[src/rtl/hog_pkg.sv]
// Shared constants, FSM encoding and BRAM bank/address mapping for the
// HOG block normaliser.
package hog_pkg;

  localparam int TOTAL_BIT_WIDTH = 35;
  localparam int NBINS           = 18;
  localparam int CELLS_X         = 34;
  localparam int CELLS_Y         = 34;
  localparam int FRAC            = 15;
  localparam int OUT_W           = FRAC + 1;
  localparam int READ_LAT        = 2;
  localparam int ADDR_W          = 13;
  // Cell bin sum: NBINS words of TOTAL_BIT_WIDTH cannot overflow 5 extra bits.
  localparam int SUM_W           = TOTAL_BIT_WIDTH + 5;
  // Divider dividend is the bin value scaled up by FRAC bits.
  localparam int DVD_W           = TOTAL_BIT_WIDTH + FRAC;

  typedef enum logic [2:0] {
    ST_IDLE     = 3'd0,
    ST_SUM      = 3'd1,
    ST_SUM_WAIT = 3'd2,
    ST_RD       = 3'd3,
    ST_DIV      = 3'd4,
    ST_OUT      = 3'd5,
    ST_DONE     = 3'd6
  } state_e;

  // Tag that travels alongside an outstanding BRAM read.
  typedef struct packed {
    logic       vld;
    logic [1:0] bank;
  } rd_tag_t;

  // Even/odd row and column parity picks one of the four banks.
  function automatic logic [1:0] bank_of(input logic [5:0] row, input logic [5:0] col);
    return {row[0], col[0]};
  endfunction

  // In-bank word address of (row, col, bin) for a map that is cells_x wide.
  function automatic logic [ADDR_W-1:0] bank_addr(input logic [5:0] row,
                                                  input logic [5:0] col,
                                                  input logic [4:0] bin,
                                                  input int         cells_x);
    int a;
    a = (int'(row >> 1) * (cells_x >> 1) + int'(col >> 1)) * NBINS + int'(bin);
    return a[ADDR_W-1:0];
  endfunction

endpackage

[src/rtl/hog_seq_divider.sv]
// Restoring divider, one quotient bit per cycle. The quotient is known to
// fit in OUT_W bits (bin <= sum), so the partial remainder is seeded with
// the dividend bits above the quotient window and only OUT_W steps run.
module hog_seq_divider
  import hog_pkg::*;
(
  input  logic             clk_i,
  input  logic             rst_i,
  input  logic             start_i,
  input  logic [DVD_W-1:0] dividend_i,
  input  logic [SUM_W-1:0] divisor_i,
  output logic             done_o,
  output logic [OUT_W-1:0] quotient_o
);

  logic [SUM_W-1:0] rem_q, rem_d;
  logic [SUM_W-1:0] dsr_q, dsr_d;
  logic [OUT_W-1:0] low_q, low_d;
  logic [OUT_W-1:0] quo_q, quo_d;
  logic [4:0]       cnt_q, cnt_d;
  logic             run_q, run_d;
  logic             done_q, done_d;

  logic [SUM_W:0]   trial_s;
  logic [SUM_W:0]   diff_s;
  logic             fits_s;

  // Trial subtraction of the shifted partial remainder.
  always_comb begin
    trial_s = {rem_q, low_q[OUT_W-1]};
    diff_s  = trial_s - {1'b0, dsr_q};
    fits_s  = (trial_s >= {1'b0, dsr_q});
  end

  // Load on start, then shift/subtract until all quotient bits are produced.
  always_comb begin
    rem_d  = rem_q;
    dsr_d  = dsr_q;
    low_d  = low_q;
    quo_d  = quo_q;
    cnt_d  = cnt_q;
    run_d  = run_q;
    done_d = 1'b0;
    if (start_i) begin
      rem_d = SUM_W'(dividend_i[DVD_W-1:OUT_W]);
      low_d = dividend_i[OUT_W-1:0];
      dsr_d = divisor_i;
      quo_d = {OUT_W{1'b0}};
      cnt_d = 5'(OUT_W);
      run_d = 1'b1;
    end else if (run_q) begin
      if (fits_s) begin
        rem_d = diff_s[SUM_W-1:0];
      end else begin
        rem_d = trial_s[SUM_W-1:0];
      end
      quo_d = {quo_q[OUT_W-2:0], fits_s};
      low_d = {low_q[OUT_W-2:0], 1'b0};
      cnt_d = cnt_q - 5'd1;
      if (cnt_q == 5'd1) begin
        run_d  = 1'b0;
        done_d = 1'b1;
      end else begin
        run_d  = 1'b1;
      end
    end else begin
      run_d = 1'b0;
    end
  end

  // Divider state registers.
  always_ff @(posedge clk_i) begin
    if (rst_i) begin
      rem_q  <= {SUM_W{1'b0}};
      dsr_q  <= {SUM_W{1'b0}};
      low_q  <= {OUT_W{1'b0}};
      quo_q  <= {OUT_W{1'b0}};
      cnt_q  <= 5'd0;
      run_q  <= 1'b0;
      done_q <= 1'b0;
    end else begin
      rem_q  <= rem_d;
      dsr_q  <= dsr_d;
      low_q  <= low_d;
      quo_q  <= quo_d;
      cnt_q  <= cnt_d;
      run_q  <= run_d;
      done_q <= done_d;
    end
  end

  assign done_o     = done_q;
  assign quotient_o = quo_q;

endmodule

[src/rtl/hog_block_normalizer.sv]
// HOG block normaliser: walks every cell in raster order, sums its bins,
// then L1-normalises each bin and streams it out with valid/ready.
module hog_block_normalizer
  import hog_pkg::*;
#(
  parameter int N_CELLS_X = CELLS_X,
  parameter int N_CELLS_Y = CELLS_Y
) (
  input  logic                       aclk,
  input  logic                       arest,
  input  logic                       histogram_done,
  output logic [ADDR_W-1:0]          normal_addra_0,
  output logic [ADDR_W-1:0]          normal_addra_1,
  output logic [ADDR_W-1:0]          normal_addra_2,
  output logic [ADDR_W-1:0]          normal_addra_3,
  input  logic [TOTAL_BIT_WIDTH-1:0] douta_0,
  input  logic [TOTAL_BIT_WIDTH-1:0] douta_1,
  input  logic [TOTAL_BIT_WIDTH-1:0] douta_2,
  input  logic [TOTAL_BIT_WIDTH-1:0] douta_3,
  output logic [OUT_W-1:0]           feat_data,
  output logic [4:0]                 feat_bin,
  output logic [5:0]                 feat_cell_row,
  output logic [5:0]                 feat_cell_col,
  output logic                       feat_last,
  output logic                       feat_valid,
  input  logic                       feat_ready,
  output logic                       write_feature_done,
  output logic                       busy
);

  state_e                     state_q, state_d;
  logic [5:0]                 row_q, row_d;
  logic [5:0]                 col_q, col_d;
  logic [4:0]                 bin_q, bin_d;
  logic [4:0]                 rcv_q, rcv_d;
  logic                       rd_issued_q, rd_issued_d;
  logic [SUM_W-1:0]           sum_q, sum_d;
  logic [TOTAL_BIT_WIDTH-1:0] binv_q, binv_d;
  logic                       div_start_q, div_start_d;

  logic [ADDR_W-1:0]          addr_q [4];
  logic [ADDR_W-1:0]          addr_d [4];
  rd_tag_t                    tag_q, tag_d;
  rd_tag_t                    pipe_q [READ_LAT];

  logic [OUT_W-1:0]           feat_data_q, feat_data_d;
  logic [4:0]                 feat_bin_q, feat_bin_d;
  logic [5:0]                 feat_row_q, feat_row_d;
  logic [5:0]                 feat_col_q, feat_col_d;
  logic                       feat_last_q, feat_last_d;
  logic                       feat_valid_q, feat_valid_d;
  logic                       done_q, done_d;
  logic                       busy_q, busy_d;

  logic                       issue_s;
  logic [1:0]                 bank_s;
  logic [ADDR_W-1:0]          issue_addr_s;
  logic                       rd_vld_s;
  logic [TOTAL_BIT_WIDTH-1:0] rd_data_s;
  logic                       last_cell_s;
  logic                       last_bin_s;
  logic                       div_done_s;
  logic [OUT_W-1:0]           div_quo_s;

  hog_seq_divider u_div (
    .clk_i      (aclk),
    .rst_i      (arest),
    .start_i    (div_start_q),
    .dividend_i ({binv_q, {FRAC{1'b0}}}),
    .divisor_i  (sum_q),
    .done_o     (div_done_s),
    .quotient_o (div_quo_s)
  );

  // Current cell position, bank and returning-read demux.
  always_comb begin
    bank_s       = bank_of(row_q, col_q);
    issue_addr_s = bank_addr(row_q, col_q, bin_q, N_CELLS_X);
    last_cell_s  = (row_q == 6'(N_CELLS_Y - 1)) && (col_q == 6'(N_CELLS_X - 1));
    last_bin_s   = (bin_q == 5'(NBINS - 1));
    rd_vld_s     = pipe_q[READ_LAT-1].vld;
    case (pipe_q[READ_LAT-1].bank)
      2'd0:    rd_data_s = douta_0;
      2'd1:    rd_data_s = douta_1;
      2'd2:    rd_data_s = douta_2;
      2'd3:    rd_data_s = douta_3;
      default: rd_data_s = douta_0;
    endcase
  end

  // Frame walk FSM: next state, counters and output-register next values.
  always_comb begin
    state_d      = state_q;
    row_d        = row_q;
    col_d        = col_q;
    bin_d        = bin_q;
    rcv_d        = rcv_q;
    rd_issued_d  = rd_issued_q;
    sum_d        = sum_q;
    binv_d       = binv_q;
    div_start_d  = 1'b0;
    issue_s      = 1'b0;
    feat_data_d  = feat_data_q;
    feat_bin_d   = feat_bin_q;
    feat_row_d   = feat_row_q;
    feat_col_d   = feat_col_q;
    feat_last_d  = feat_last_q;

    // Bin words returning during the summing phase feed the cell sum.
    if (rd_vld_s && ((state_q == ST_SUM) || (state_q == ST_SUM_WAIT))) begin
      sum_d = sum_q + SUM_W'(rd_data_s);
      rcv_d = rcv_q + 5'd1;
    end else begin
      sum_d = sum_q;
    end

    case (state_q)
      ST_IDLE: begin
        if (histogram_done) begin
          state_d = ST_SUM;
          row_d   = 6'd0;
          col_d   = 6'd0;
          bin_d   = 5'd0;
          rcv_d   = 5'd0;
          sum_d   = {SUM_W{1'b0}};
        end else begin
          state_d = ST_IDLE;
        end
      end
      ST_SUM: begin
        issue_s = 1'b1;
        if (last_bin_s) begin
          bin_d   = 5'd0;
          state_d = ST_SUM_WAIT;
        end else begin
          bin_d   = bin_q + 5'd1;
        end
      end
      ST_SUM_WAIT: begin
        if (rd_vld_s && (rcv_q == 5'(NBINS - 1))) begin
          state_d     = ST_RD;
          bin_d       = 5'd0;
          rd_issued_d = 1'b0;
        end else begin
          state_d = ST_SUM_WAIT;
        end
      end
      ST_RD: begin
        if (!rd_issued_q) begin
          issue_s     = 1'b1;
          rd_issued_d = 1'b1;
        end else if (rd_vld_s) begin
          binv_d      = rd_data_s;
          div_start_d = (sum_q != {SUM_W{1'b0}});
          state_d     = ST_DIV;
        end else begin
          state_d = ST_RD;
        end
      end
      ST_DIV: begin
        // An all-zero cell bypasses the divider and yields zero features.
        if (sum_q == {SUM_W{1'b0}}) begin
          feat_data_d = {OUT_W{1'b0}};
          state_d     = ST_OUT;
        end else if (div_done_s) begin
          feat_data_d = div_quo_s;
          state_d     = ST_OUT;
        end else begin
          state_d = ST_DIV;
        end
        feat_bin_d  = bin_q;
        feat_row_d  = row_q;
        feat_col_d  = col_q;
        feat_last_d = last_cell_s && last_bin_s;
      end
      ST_OUT: begin
        if (feat_ready) begin
          rd_issued_d = 1'b0;
          if (!last_bin_s) begin
            bin_d   = bin_q + 5'd1;
            state_d = ST_RD;
          end else if (last_cell_s) begin
            bin_d   = 5'd0;
            state_d = ST_DONE;
          end else begin
            bin_d   = 5'd0;
            rcv_d   = 5'd0;
            sum_d   = {SUM_W{1'b0}};
            state_d = ST_SUM;
            if (col_q == 6'(N_CELLS_X - 1)) begin
              col_d = 6'd0;
              row_d = row_q + 6'd1;
            end else begin
              col_d = col_q + 6'd1;
            end
          end
        end else begin
          state_d = ST_OUT;
        end
      end
      ST_DONE: begin
        state_d = ST_IDLE;
      end
      default: begin
        state_d = ST_IDLE;
      end
    endcase

    feat_valid_d = (state_d == ST_OUT);
    done_d       = (state_d == ST_DONE);
    busy_d       = (state_d != ST_IDLE) && (state_d != ST_DONE);
  end

  // Only the selected bank sees a non-zero address, and only while reading.
  always_comb begin
    for (int b = 0; b < 4; b++) begin
      if (issue_s && (bank_s == 2'(b))) begin
        addr_d[b] = issue_addr_s;
      end else begin
        addr_d[b] = {ADDR_W{1'b0}};
      end
    end
    tag_d.vld  = issue_s;
    tag_d.bank = bank_s;
  end

  // State, datapath and output registers.
  always_ff @(posedge aclk) begin
    if (arest) begin
      state_q      <= ST_IDLE;
      row_q        <= 6'd0;
      col_q        <= 6'd0;
      bin_q        <= 5'd0;
      rcv_q        <= 5'd0;
      rd_issued_q  <= 1'b0;
      sum_q        <= {SUM_W{1'b0}};
      binv_q       <= {TOTAL_BIT_WIDTH{1'b0}};
      div_start_q  <= 1'b0;
      tag_q        <= '0;
      feat_data_q  <= {OUT_W{1'b0}};
      feat_bin_q   <= 5'd0;
      feat_row_q   <= 6'd0;
      feat_col_q   <= 6'd0;
      feat_last_q  <= 1'b0;
      feat_valid_q <= 1'b0;
      done_q       <= 1'b0;
      busy_q       <= 1'b0;
      for (int b = 0; b < 4; b++) begin
        addr_q[b] <= {ADDR_W{1'b0}};
      end
      for (int i = 0; i < READ_LAT; i++) begin
        pipe_q[i] <= '0;
      end
    end else begin
      state_q      <= state_d;
      row_q        <= row_d;
      col_q        <= col_d;
      bin_q        <= bin_d;
      rcv_q        <= rcv_d;
      rd_issued_q  <= rd_issued_d;
      sum_q        <= sum_d;
      binv_q       <= binv_d;
      div_start_q  <= div_start_d;
      tag_q        <= tag_d;
      feat_data_q  <= feat_data_d;
      feat_bin_q   <= feat_bin_d;
      feat_row_q   <= feat_row_d;
      feat_col_q   <= feat_col_d;
      feat_last_q  <= feat_last_d;
      feat_valid_q <= feat_valid_d;
      done_q       <= done_d;
      busy_q       <= busy_d;
      for (int b = 0; b < 4; b++) begin
        addr_q[b] <= addr_d[b];
      end
      // Read tags age in step with the BRAM latency.
      pipe_q[0] <= tag_q;
      for (int i = 1; i < READ_LAT; i++) begin
        pipe_q[i] <= pipe_q[i-1];
      end
    end
  end

  assign normal_addra_0     = addr_q[0];
  assign normal_addra_1     = addr_q[1];
  assign normal_addra_2     = addr_q[2];
  assign normal_addra_3     = addr_q[3];
  assign feat_data          = feat_data_q;
  assign feat_bin           = feat_bin_q;
  assign feat_cell_row      = feat_row_q;
  assign feat_cell_col      = feat_col_q;
  assign feat_last          = feat_last_q;
  assign feat_valid         = feat_valid_q;
  assign write_feature_done = done_q;
  assign busy               = busy_q;

endmodule
[config.mk]
export PLATFORM = sky130hd
export DESIGN_NAME = hog_block_normalizer
export DESIGN_NICKNAME = d
export VERILOG_FILES = /design/src/rtl/hog_pkg.sv /design/src/rtl/hog_seq_divider.sv /design/src/rtl/hog_block_normalizer.sv
export SDC_FILE = /design/constraint.sdc
export NUM_CORES = 1
export LEC_CHECK = 0
export CELL_PAD_IN_SITES_DETAIL_PLACEMENT = 1
export CELL_PAD_IN_SITES_GLOBAL_PLACEMENT = 2
export CORE_UTILIZATION = 30
export DETAILED_ROUTE_END_ITERATION = 10
export GPL_TIMING_DRIVEN = 1
export HOLD_SLACK_MARGIN = 0.03
export PLACE_DENSITY_LB_ADDON = 0.1
export SYNTH_ARGS = -nofsm -noshare
export SYNTH_HDL_FRONTEND = slang
export SYNTH_HIERARCHICAL = 1
export SYNTH_SLANG_ARGS = --single-unit
[constraint.sdc]
create_clock -name aclk -period 11.5 [get_ports aclk]
set_input_delay 1.725 -clock aclk [delete_from_list [all_inputs] [get_ports aclk]]
set_output_delay 1.725 -clock aclk [all_outputs]
set_load 0.03 [all_outputs]
==> impl_summary.md <==
Cells and area
The final net count is 2591. The synthesis-to-layout area growth is 24.0%. 0 antenna diodes ended up in the layout. The fraction of final layout cells with drive strength greater than 1 is 0.0629. The final standard cell area without fillers is 22400 um2.

Leaving out fill and tap cells, the most frequent cell in the layout is dfxtp_1. In the layout the commonest cells are dfxtp_1 (315), nor2_1 (270), clkdlybuf4s50_1 (231).

Setup path
The worst setup path is launched from a flip-flop. The cell with the biggest individual delay on the critical path is dfxtp_1. The stage delay of the slowest cell on the critical path is 0.50 ns. The required time reported for the critical path endpoint is 11.92 ns. Among the stages of the critical path, the cell type that occurs most often is ha_1.

The peak fanout along the critical path is 6. Together, buffers and inverters on the worst path number 0. At the worst endpoint, the arrival time is 5.66 ns. The kind of cell adding the most delay to the critical path is adder cells.

The worst setup path is of the flip-flop to flip-flop kind. The worst setup path is captured at a flip-flop. Walking the worst path, the cells encountered are ha_1 -> ha_1 -> ha_1 -> ha_1 -> a21o_1 -> a21oi_1 -> a2bb2oi_1 -> xnor2_1 -> ha_1 -> ha_1 -> o21ai_0 -> or4b_1 -> o2111ai_1 -> xor2_1 -> and4bb_1 -> xnor2_1 -> xor2_1 -> nor2_1.

Run status
The run finished, with violations left. The final reports fail on DRC.

Placement
The final weighted congestion in routability-driven placement is 0.818. Input and output buffers added on the ports amount to 232. The half-perimeter wire length after placement is 46.5 mm. The placed instances occupy a cell area of 21100 um2.

Floorplan
The height of the die is 247 um. The floorplan die area is 61200 um2. The initial utilization of the core area, before any placement, comes to 0.305. The core region is 59200 um2. Row generation in the floorplan step produced 89 rows. Measured along the x axis, the die boundary spans 247 um. The number of ports placed on the die boundary is 233.

Timing
The setup TNS is 0 ns. Setup repair after global routing left no endpoint under its margin. The tightest hold margin is 0.442 ns. Across the routed clock network, the largest skew measured is 0.0301 ns.

Counting I/O delays and the setup requirement, the final critical path takes 5.24 ns. Timing would allow up to 0.191 GHz. The setup violation total in the final timing report is 0. The final number of max-transition violations is 0.

In the finished design, the share of the clock period the worst path needs comes to 0.455. The slew at the pin closest to its max-slew limit is 1.24 ns. The relative max-transition margin is 0.168.

The final hold violation count was 0.

Clock tree
The number of clock buffers added by TritonCTS is 40. The number of cells upsized or downsized after cts is 0. The later pin in the worst-skew pair is clocked with a latency of 0.57 ns. The count of hold buffers inserted by post-cts repair is 0. After clock tree synthesis, the clock-pin slew on the worst setup and hold paths is 0.06 ns. The maximum number of buffers from clock root to sink is 3. The tree is rooted in a clkbuf_16. The total clock sinks is 319. Buffers added to address setup during post-CTS repair amount to 0. The CTS tree is yes. The maximum level of the CTS H-tree is 2.

Worst hold path
The worst min-delay path class is flip-flop to flip-flop.

Pwr
For this design the static power due to leakage is 8.46 nW. The highest ir drop seen on vdd is 0.104 mV. Dividing total power by cell area gives a power density of 115 nW/um2.

Job
Max-cap violations in this run came to 0.

Route
The total wire length after detailed routing is 62.0 mm. In this run the remaining antenna-violating nets after routing total 0. The count of vias placed by the detailed router is 16200. The detailed-routing iteration count for the pre-antenna-repair pass is 10. In this run, the number of DRC markers left after iteration 0 of detailed routing was 825. In the routed layout, each cell is associated on average with a via count of 5.17. In the routed design, unresolved DRC markers number 2.

In the final routed layout, each cell accounts on average for 19.8 um.

Global routing
The via count of the first global-routing pass is 16900. Entering global routing, the biggest net connects 68 pins. The initial antenna violation count is 0. Across every metal layer, demand over resource in global routing totals 0.204. After global routing the overflow that remains totals 0.

The first global-routing pass estimated 97.9 mm of wire.

Logic synthesis
In this run, synthesis produced a sequential element count of 319. The share of the Yosys chip area taken by registers is 0.353. The area of the mapped netlist is 18100 um2. The number of warnings issued by yosys is 6. The main flop type after synthesis is dfxtp_1. Counting flops with an async set or reset pin after synthesis yields a share of 0. The number of different library cells used by synthesis comes to 82. The number of instances in the synthesized netlist is 2151. Yosys mapped a number of flops with a built-in enable equal to 0.

The synthesized area per cell is 8.40 um2.
## cells in the mapped netlist, drive strengths merged (21+ instances only)
master,count,share of area
dfxtp,319,0.35
nor2,272,0.056
nand2,222,0.047
a21oi,212,0.059
ha,116,0.080
clkbuf,103,0.021
mux2i,92,0.051
o21ai,87,0.024
inv,83,0.017
xor2,55,0.027
nand3,54,0.015
xnor2,46,0.022
a21o,45,0.019
nand4,36,0.012
mux4,35,0.044
a211oi,31,0.014
nor2b,31,0.011
buf,28,0.0071
a31oi,21,0.0073
nor3,21,0.0061
o211ai,21,0.0093
## power breakdown
group,switching (mW),internal [mW]
Sequential,0.00690,1.11
Clock,0.520,0.776
Combinational,0.0806,0.0783
Total,0.608,1.96
## per-stage QoR
step                setup slack (ns)  cells  total power, mW   util
global route                    5.90   3127             2.68  0.378
floorplan                       6.98   2165             1.22      -
finish                          6.26   3127             2.57  0.378
global placement                6.10   3056             1.30  0.355
detailed placement              6.05   3056             1.30  0.355
CTS                             6.29   3127             2.62  0.378
## worst paths after layout
kind         startpoint             to  slack, ns  depth (start not counted)
max            row_q[5]  addr_q[2][12]       6.26                         18
min            tag_q[2]   pipe_q[0][2]       0.44                          1
max reg2reg    row_q[5]  addr_q[2][12]       6.26                         18
min reg2reg    tag_q[2]   pipe_q[0][2]       0.44                          1
## routing by layer
layer / wire length (um) / global-route usage / vias to the layer above
met5: 0 / 0 / -
met2: 26400 / 0.304 / 261
met3: 2300 / 0.0323 / 55
li1: - / - / 7969
met1: 32300 / 0.305 / 7896
met4: 918 / 0.0417 / 0
## flip-flops by register name (all words and copies together) (netlist names), 16 cells and up
name and count:
u_div/dsr_q 40, sum_q 40, u_div/low_q 16, feat_data 16, u_div/quotient_o 16, binv_q 35, addr_q 52, u_div/rem_q 40
## kinds of logic (layout without fill, tap and decap cells)
kind of cell / Yosys count / after routing / share of synthesized area
and+or+nand+nor: 727 / 727 / 0.182
AOI/OAI and AO/OA: 537 / 537 / 0.186
DFF: 319 / 319 / 0.353
buffers and inverters: 215 / 404 / 0.0460
muxes: 129 / 129 / 0.0958
adders and majority gates: 122 / 122 / 0.0869
xor gates and xnor gates: 101 / 101 / 0.0489
other: 1 / 15 / 0.000207
## layout make-up
class | count | area [um2]
Fill cell | 6927 | 36800
Inverter | 84 | 315
Clock inverter | 14 | 155
Timing Repair Buffer | 249 | 2450
Sequential cell | 319 | 6400
Tap cell | 773 | 967
Multi-Input combinational cell | 1631 | 10900
Clock buffer | 57 | 1200
Power figures use the tool's default switching activity.
==> edit (config.mk and constraints unchanged) <==
The 7 states of `state_e` get a Gray code encoding in 3 bits.
--- a/src/rtl/hog_pkg.sv
+++ b/src/rtl/hog_pkg.sv
@@ -18,9 +18,9 @@
   typedef enum logic [2:0] {
-    ST_IDLE     = 3'd0,
-    ST_SUM      = 3'd1,
-    ST_SUM_WAIT = 3'd2,
-    ST_RD       = 3'd3,
-    ST_DIV      = 3'd4,
-    ST_OUT      = 3'd5,
-    ST_DONE     = 3'd6
+    ST_IDLE     = 3'b000,
+    ST_SUM      = 3'b001,
+    ST_SUM_WAIT = 3'b011,
+    ST_RD       = 3'b010,
+    ST_DIV      = 3'b110,
+    ST_OUT      = 3'b111,
+    ST_DONE     = 3'b101
   } state_e;
Formal check against the unedited RTL: same outputs for any inputs over 10 cycles, from zero or initial values; not proved beyond that.
==> edit against the unedited design <==
- wire length decreased by 0.35%
- clock skew down 0.0057 ns
- the flow still finishes with violations (DRC)
- synthesized area is 0.58% lower
- final area is 0.53% lower
- first-iteration DRC count decreased by 9.0%
- power up 0.75%
- sequential cell count did not move
- worst setup slack improved by 0.13 ns
==> edit: results (changes against the unedited design) <==
stage,metric,value,unit,change
status,status,finished with violations,,
status,failing checks,DRC,,
critical_path,Worst Path Max Fanout,5,,-1
routing,vias per inst,5.13,,-0.78%
critical_path,CP Data Arrival Time,5.55,ns,-0.11 ns
final_layout,Multi-input gate area,0.0108,sq mm,-1.5%
yosys,Post-Synth XOR/XNOR Area,0.0526,,+0.00370
yosys,Adder-Cell Fraction of Synth Area,0.0880,,+0.00107
final_layout,Final Net Count,2584,,-0.27%
final_layout,clock buf count,53,,-7.0%
yosys,Synth Area in Compound Gates,0.180,,-0.00608
routing,DR pass1 iterations,8,,-2
critical_path,reg2reg setup slack,6.39,ns,+0.13 ns
yosys,top-count cell post-synth,dfxtp_1,,
routing,Met3 Wirelength,2.43,mm,+5.7%
final_layout,Signal buf overhead,0.110,,+0.000919
grt,met2 usage,0.309,,+0.00485
routing,routed wl met2,26.3,mm,-0.54%
routing,final wirelength,61.7,mm,-0.35%
final_layout,Non-Clock Buffer Count,250,,+0.40%
grt,largest net degree at the start of global routing,66,,-2.9%
yosys,synth unique cells,89,,+8.5%
final_layout,comb_multi_in,1614,,-1.0%
placement,Area after DPL,0.0209,sq mm,-0.57%
pwr,leak pwr,8.44,nW,-0.16%
sta,clk_skew,0.0245,ns,-0.00566 ns
pwr,maximum VDD drop,0.0000919,V,-11%
routing,DRT iter0 DRCs,751,,-9.0%
sta,Worst Hold Margin,0.445,ns,+0.00298 ns
sta,Slew HR,0.280,,+0.112
final_layout,clock-cell share of area,0.0611,,+0.000379
grt,GRT Total Usage,0.204,,+0.000898
final_layout,Non-clock inverters,93,,+11%
final_layout,fillcell total,6835,,-1.3%
grt,met1 Resource Use GR,0.305,,about the same
yosys,post-synthesis sequential area ratio,0.355,,+0.00207
critical_path,Setup crit start,col_q[3],,
grt,GRT met3 Usage,0.0325,,+0.000119
routing,wire per inst,19.8,microns,about the same
routing,drt drc,1,,-1
yosys,Mapped Cells,2139,,-0.56%
final_layout,fin area,0.0223,sq mm,-0.53%
placement,Post-Place Cells,3049,,-0.23%
placement,half-perimeter wire length after placement,46.6,mm,+0.18%
final_layout,share of layout cells above drive strength 1,0.0669,,+0.00405
worst_hold_path,min-delay src,pipe_q[0][2],,
edit: cell count changes after synthesis, sizes merged, moves of 6 or more:
cell    delta
clkbuf    -14
inv       +10
buf       +10
nor2b      -8
a22oi     -15
a21o       -6
a21oi     +22
xnor2      +9
nor3       +6
nand2     +20
nor2      -19
edit: how the worst max path moves through the flow:
| stage | end | slack, ns | depth (start not counted) |
|---|---|---|---|
| 5_1_grt | addr_q[1][12] | 5.85 | 20 |
| 4_1_cts | addr_q[2][12] | 6.35 | 21 |
| 3_3_place_gp | sum_q[28] | 5.92 | 13 |
| 2_1_floorplan | sum_q[28] | 6.89 | 12 |
| 6_report | addr_q[2][12] | 6.39 | 21 |
| 3_5_place_dp | sum_q[28] | 6.04 | 13 |
edit: where the power goes:
| group | internal, mW | leakage [nW] | switching [mW] | total [mW] |
|---|---|---|---|---|
| sequential | 1.11 | 2.57 | 0.00749 | 1.12 |
| clock | 0.788 | 0.672 | 0.525 | 1.31 |
| combinational | 0.0780 | 5.20 | 0.0828 | 0.161 |
